## src/rtl/neopix_serializer.sv

```systemverilog
// NeoPixel (WS2812-style) frame serializer.
// Fetches one 24-bit colour per pixel from an upstream table, applies a
// global brightness scale, and shifts the pixels out G/R/B MSB-first as
// pulse-width coded bits. A low latch period follows each frame.
//
// Handshake to the colour table: o_addr is a registered index; the table
// answers on i_rgb, which is sampled one cycle after o_addr changes. There
// is no valid/ready pair. The table is assumed to be always ready.
module neopix_serializer #(
    parameter int CLK_RATE_HZ = 50_000_000,
    parameter int NUM_LEDS    = 41,
    parameter int RESET_US    = 60
) (
    input  logic        i_clk,
    input  logic        i_reset,
    input  logic        i_enable,
    input  logic [7:0]  i_ledlevel,
    output logic [5:0]  o_addr,
    input  logic [23:0] i_rgb,
    output logic        o_neopix,
    output logic        o_busy,
    output logic        o_frame_done,
    output logic [1:0]  o_state
);

    // Bit timing in clock cycles. The 64-bit products avoid 32-bit overflow
    // at high clock rates.
    localparam int T_BIT   = CLK_RATE_HZ / 800_000;
    localparam int T0H     = int'((longint'(CLK_RATE_HZ) * 35) / 100_000_000);
    localparam int T1H     = int'((longint'(CLK_RATE_HZ) * 70) / 100_000_000);
    localparam int T_LATCH = (CLK_RATE_HZ / 1_000_000) * RESET_US;

    // One counter serves as prefetch step, bit tick and latch timer.
    localparam int CNT_MAX = (T_BIT > T_LATCH) ? T_BIT : T_LATCH;
    localparam int CW      = $clog2(CNT_MAX + 1);

    localparam logic [CW-1:0] TBIT_LAST   = CW'(T_BIT - 1);
    localparam logic [CW-1:0] TLATCH_LAST = CW'(T_LATCH - 1);
    localparam logic [CW-1:0] T0H_C       = CW'(T0H);
    localparam logic [CW-1:0] T1H_C       = CW'(T1H);
    localparam logic [5:0]    LAST_PIX    = 6'(NUM_LEDS - 1);
    localparam logic [6:0]    NUM_LEDS_W  = 7'(NUM_LEDS);

    localparam logic [1:0] IDLE     = 2'd0;
    localparam logic [1:0] PREFETCH = 2'd1;
    localparam logic [1:0] SEND     = 2'd2;
    localparam logic [1:0] LATCH    = 2'd3;

    logic [1:0]    state_q, state_d;
    logic [CW-1:0] cnt_q, cnt_d;
    logic [4:0]    bit_q, bit_d;
    logic [5:0]    pix_q, pix_d;
    logic [5:0]    addr_q, addr_d;
    logic [23:0]   shift_q, shift_d;
    logic [23:0]   next_q, next_d;
    logic          neo_q, neo_d;

    logic [6:0]    pix_plus1;
    logic [6:0]    pix_plus2;
    logic [23:0]   scaled_rgb;

    // Per-channel brightness: (c * (level + 1)) >> 8.
    function automatic logic [7:0] scale8(input logic [7:0] c, input logic [7:0] lvl);
        logic [15:0] prod;
        prod = {8'd0, c} * ({8'd0, lvl} + 16'd1);
        return 8'(prod >> 8);
    endfunction

    assign pix_plus1  = {1'b0, pix_q} + 7'd1;
    assign pix_plus2  = {1'b0, pix_q} + 7'd2;
    // Reordered into wire order G, R, B so the shifter just sends bit 23 first.
    assign scaled_rgb = {scale8(i_rgb[15:8],  i_ledlevel),
                         scale8(i_rgb[23:16], i_ledlevel),
                         scale8(i_rgb[7:0],   i_ledlevel)};

    // Next-state logic for the frame sequencer, counters and shifters.
    always_comb begin
        state_d = state_q;
        cnt_d   = cnt_q;
        bit_d   = bit_q;
        pix_d   = pix_q;
        addr_d  = addr_q;
        shift_d = shift_q;
        next_d  = next_q;
        case (state_q)
            IDLE: begin
                addr_d = 6'd0;
                if (i_enable) begin
                    state_d = PREFETCH;
                    cnt_d   = '0;
                end
            end
            PREFETCH: begin
                addr_d = 6'd0;
                if (cnt_q == '0) begin
                    cnt_d = CW'(1);
                end else begin
                    shift_d = scaled_rgb;
                    state_d = SEND;
                    cnt_d   = '0;
                    bit_d   = 5'd0;
                    pix_d   = 6'd0;
                    addr_d  = (NUM_LEDS > 1) ? 6'd1 : 6'd0;
                end
            end
            SEND: begin
                // Table answer for the address issued at the start of this pixel.
                if (cnt_q == CW'(1) && bit_q == 5'd0 && pix_plus1 < NUM_LEDS_W) begin
                    next_d = scaled_rgb;
                end
                if (cnt_q == TBIT_LAST) begin
                    cnt_d = '0;
                    if (bit_q == 5'd23) begin
                        bit_d = 5'd0;
                        if (pix_q == LAST_PIX) begin
                            state_d = LATCH;
                            addr_d  = 6'd0;
                        end else begin
                            pix_d   = pix_plus1[5:0];
                            shift_d = next_q;
                            if (pix_plus2 < NUM_LEDS_W) begin
                                addr_d = pix_plus2[5:0];
                            end
                        end
                    end else begin
                        bit_d   = bit_q + 5'd1;
                        shift_d = {shift_q[22:0], 1'b0};
                    end
                end else begin
                    cnt_d = cnt_q + CW'(1);
                end
            end
            default: begin // LATCH
                addr_d = 6'd0;
                if (cnt_q == TLATCH_LAST) begin
                    cnt_d   = '0;
                    state_d = i_enable ? PREFETCH : IDLE;
                end else begin
                    cnt_d = cnt_q + CW'(1);
                end
            end
        endcase
        // Line level is derived from next-state values so the pin is a clean flop.
        neo_d = (state_d == SEND) && (cnt_d < (shift_d[23] ? T1H_C : T0H_C));
    end

    // State registers with asynchronous clear.
    always_ff @(posedge i_clk or posedge i_reset) begin
        if (i_reset) begin
            state_q <= IDLE;
            cnt_q   <= '0;
            bit_q   <= '0;
            pix_q   <= '0;
            addr_q  <= '0;
            shift_q <= '0;
            next_q  <= '0;
            neo_q   <= 1'b0;
        end else begin
            state_q <= state_d;
            cnt_q   <= cnt_d;
            bit_q   <= bit_d;
            pix_q   <= pix_d;
            addr_q  <= addr_d;
            shift_q <= shift_d;
            next_q  <= next_d;
            neo_q   <= neo_d;
        end
    end

    assign o_neopix     = neo_q;
    assign o_addr       = addr_q;
    assign o_busy       = (state_q != IDLE);
    assign o_frame_done = (state_q == LATCH) && (cnt_q == TLATCH_LAST);
    assign o_state      = state_q;

endmodule
```

## config.mk

```make
export PLATFORM = sky130hd
export DESIGN_NAME = neopix_serializer
export DESIGN_NICKNAME = d
export VERILOG_FILES = /design/src/rtl/neopix_serializer.sv
export SDC_FILE = /design/constraint.sdc
export NUM_CORES = 1
export LEC_CHECK = 0
export ABC_CLOCK_PERIOD_IN_PS = 5200
export BUFFER_PORTS_ARGS = -buffer_cell sky130_fd_sc_hd__buf_4
export CAP_MARGIN = 20
export CORE_ASPECT_RATIO = 1.4
export CORE_MARGIN = 2
export CORE_UTILIZATION = 49
export CTS_CLUSTER_DIAMETER = 50
export DETAILED_ROUTE_END_ITERATION = 12
export PLACE_DENSITY = 0.65
export SLEW_MARGIN = 20
export SYNTH_ARGS = -nofsm -noshare
export SYNTH_HDL_FRONTEND = slang
export SYNTH_SLANG_ARGS = --single-unit
```

## constraint.sdc

```tcl
create_clock -name i_clk -period 5.2 [get_ports i_clk]
set_input_delay 0.78 -clock i_clk [delete_from_list [all_inputs] [get_ports i_clk]]
set_output_delay 0.78 -clock i_clk [all_outputs]
set_load 0.02 [all_outputs]
```

==> metrics.cfg <==
[run_status]
status = finished, violations left
violations = negative setup slack

[floorplanning]
die_area_mm2 = 0.02331
die_height_um = 179.8
initial_utilization_pct = 49.69
placeableCoreArea_mm2 = 0.02178
ios = 46
die_x_um = 129.6
rows = 64

[sta]
timing.fmax_mhz = 178.2
rsz0062_at_grt = true
slew_headroom_pct = 40.11
fin_ws_ns = -0.4102
min_period_over_period_pct = 107.9
final-hold-violation-count = 0
tightest_slew_ns = 0.8974
skew_ns = 0.01109
final_max_slew_viol_count = 0
setup_violations = 13
fin_crit_ns = 5.610

[critical_path]
r2r_end = o_neopix
crit_chain = buf_8, and3_4, nand3_4, xnor2_4, buf_6, and2_4, fa_1, inv_1, fa_1, fa_1, fa_1, inv_2, ha_4, and3_4, a211o_1, o311ai_2, a21oi_1, nand3b_1, a21oi_2, inv_2, ha_4, o41ai_1, nand2b_2, a221oi_2
rrSetupSlack_ns = 1.48
cp_common_cell = fa_1
cp.required_ns = 5.44
critPathSlowestCell = fa_1
arrival_ns = 5.85
rr_worst_depth = 13
end_kind = flip-flop
criticalPathCategory = input pin to flip-flop
cp.depth = 24
path_buf_inv = 5
cpLargestDelayFamily = adder cells
crit_path_start_kind = input pin
timing.rr.start = o_state[0]
critPathMaxStageDelay_ns = 0.51
crit_fanout = 3

[min_path]
hold_class = flip-flop to flip-flop
whs_endpoint = shift_q[1]
min-delay-start = shift_q[1]
min_path_cells = 2

[synth]
yosys_warnings = 0
synth_compound_area_share_pct = 12.59
synth_xor_area_share_pct = 3.884
synth-main-ff-cell = dfrtp_1
netlist_area_mm2 = 0.01082
muxShareOfSynthArea_pct = 1.145
synth_nets = 1483
ys_seq_elements = 80
synth-simple-area-share_pct = 20.71
syn_inst = 1216
synth_top_family_by_area = adder cells
ys_types = 79
synth_area_per_cell_um2 = 8.900
synth_async_sr_flop_share_pct = 100.0
synth-adder-area-share_pct = 35.14
synth-seq-area-share_pct = 18.50
synth_edf_count = 0

[drt]
viasPerCell = 5.377
ant_nets = 0
wl_per_cell_um = 15.36
drc = 0
routed-via-count = 8695
initialDrtViolationCount = 366
firstDrtPassIters = 7
totalWireLength_mm = 24.84

[layout]
final_cell_mix = 158 x inv_1, 158 x nand2_1, 126 x buf_4, 117 x fa_1
synthToLayoutAreaGrowth_pct = 18.23
num_antenna_cells = 0
finalNonFillerCells = 1617
fin_nets = 1582
fill_cells = 1976
drive_above_1_share_pct = 19.55

[place]
dpl.cell_count = 1592
gp_congestion = 0.8310
dpl.hpwl_mm = 19.92
place_ws_ns = -0.8791
io_buffer_count = 45

[clock_tree]
clock-sinks = 80
hold_buffers = 0
clk_latency_ns = 0.34
cts_max_level = 3
cts-root-buf = clkbuf_16
clock_path_buffers = 2
tritoncts = built
cts_buffers = 9
clkTransAtPathRegs_ns = 0.07

[global_route]
grt_max_degree = 48
overflow = 0
first_global_vias = 9357
grt_pass1_wl_mm = 43.57
antenna_found_initial = 0
grtUsageTotal_pct = 22.65

[power]
power_density_mw_per_mm2 = 315.5
p_leak_nw = 6.201
vdd_drop_max_uv = 198.5

[job]
maxCapViolations = 0

## synthesized netlist by cell type, drive strengths merged, types with 4 or more instances
| cell | instances | share of area (%) |
|---|---|---|
| xor2 | 13 | 1.1 |
| fa | 120 | 22 |
| ha | 112 | 13 |
| nand4 | 10 | 0.64 |
| nand2 | 163 | 5.7 |
| clkbuf | 42 | 1.6 |
| buf | 9 | 0.71 |
| o31ai | 16 | 1.2 |
| a221oi | 11 | 0.95 |
| inv | 163 | 5.7 |
| and2 | 103 | 6.0 |
| nor2 | 43 | 1.5 |
| a21oi | 37 | 1.7 |
| a211oi | 7 | 0.65 |
| dfrtp | 80 | 18 |
| o21ai | 67 | 3.1 |
| nor2b | 23 | 1.3 |
| mux2 | 11 | 1.1 |
| nor4 | 6 | 0.54 |
| nand2b | 8 | 0.49 |
| o22ai | 5 | 0.35 |
| o21bai | 7 | 0.59 |
| a22o | 5 | 0.40 |
| nand3 | 24 | 1.1 |
| and3 | 21 | 1.3 |
| nor3 | 10 | 0.51 |
| or3 | 4 | 0.23 |
| a211o | 6 | 0.49 |
| xnor2 | 35 | 2.8 |
| a22oi | 10 | 0.69 |
## area by class of cell
| class | instances | area [µm²] | share of cell area (%) |
|---|---|---|---|
| timing repair buffer | 139 | 1104 | 8.624 |
| clock inverter | 6 | 68.82 | 0.5378 |
| clock buffer | 10 | 229.0 | 1.789 |
| tap | 297 | 371.6 | 2.904 |
| inverter | 164 | 616.8 | 4.821 |
| multi-input combinational | 921 | 8404 | 65.68 |
| sequential | 80 | 2002 | 15.64 |
## per-stage QoR
stage | setup TNS, ns | hold slack, ns | utilization (%) | power [mW] | instance area, µm²
2_1_floorplan | -0.8372 | 0.4386 | - | 2.330 | 11100
3_3_place_gp | -13.94 | 0.4559 | 55.69 | 3.101 | 12130
3_5_place_dp | -16.30 | 0.4628 | 55.69 | 3.158 | 12130
4_1_cts | -1.199 | 0.4780 | 57.63 | 3.878 | 12550
5_1_grt | -5.648 | 0.4991 | 58.75 | 4.444 | 12800
6_report | -1.120 | 0.4746 | 58.75 | 4.037 | 12800
## worst min-delay path, stage by stage (launching register included)
cell,delay (ns)
dfrtp_1,0.35
nand2_1,0.05
nand2_1,0.05
## layer usage
metal  GRT usage, %  vias to the layer above  routed length (µm)  share of wire (%)
met5              0                        -                   0                  0
met4          7.011                        0                 658                2.6
met3          1.458                       46                 585                2.4
met2          41.82                      166               13120                 53
met1          27.75                     4291               10480                 42
li1               -                     4192                   -                  -
## power breakdown
group,switching [mW],internal (mW)
clock network,0.268,0.375
logic,1.35,1.37
registers,0.0169,0.654
total,1.64,2.40
## state kept, by name, indices dropped and copies added, names as in the netlist
| name | count |
|---|---|
| bit_q | 5 |
| pix_q | 6 |
| o_state | 2 |
| o_addr | 6 |
| o_neopix | 1 |
| next_q | 24 |
| cnt_q | 12 |
| shift_q | 24 |
## worst max path at each step
| stage | start | endpoint | slack (ns) |
|---|---|---|---|
| 4_1_cts | i_ledlevel[1] | o_neopix | -0.34 |
| 6_report | i_ledlevel[1] | o_neopix | -0.41 |
| 3_5_place_dp | i_ledlevel[0] | o_neopix | -0.88 |
| 2_1_floorplan | i_ledlevel[1] | o_neopix | -0.69 |
| 5_1_grt | i_ledlevel[1] | o_neopix | -0.63 |
| 3_3_place_gp | i_ledlevel[0] | o_neopix | -0.77 |
## cells by family (layout without fill, tap and decap cells)
| group | count (synthesis) | in the layout |
|---|---|---|
| xor+xnor | 48 | 48 |
| mux | 11 | 11 |
| compound gates | 197 | 197 |
| fa+ha+maj | 232 | 232 |
| simple gates | 433 | 433 |
| buf+inv | 215 | 319 |
| flops | 80 | 80 |
## repair_timing
item / in CTS / in global routing
pin swaps: 31 / 30
resized for setup: 19 / 57
buffers inserted: 8 / 7
setup endpoints to repair: 24 / 38
(Power assumes the default switching activity.)
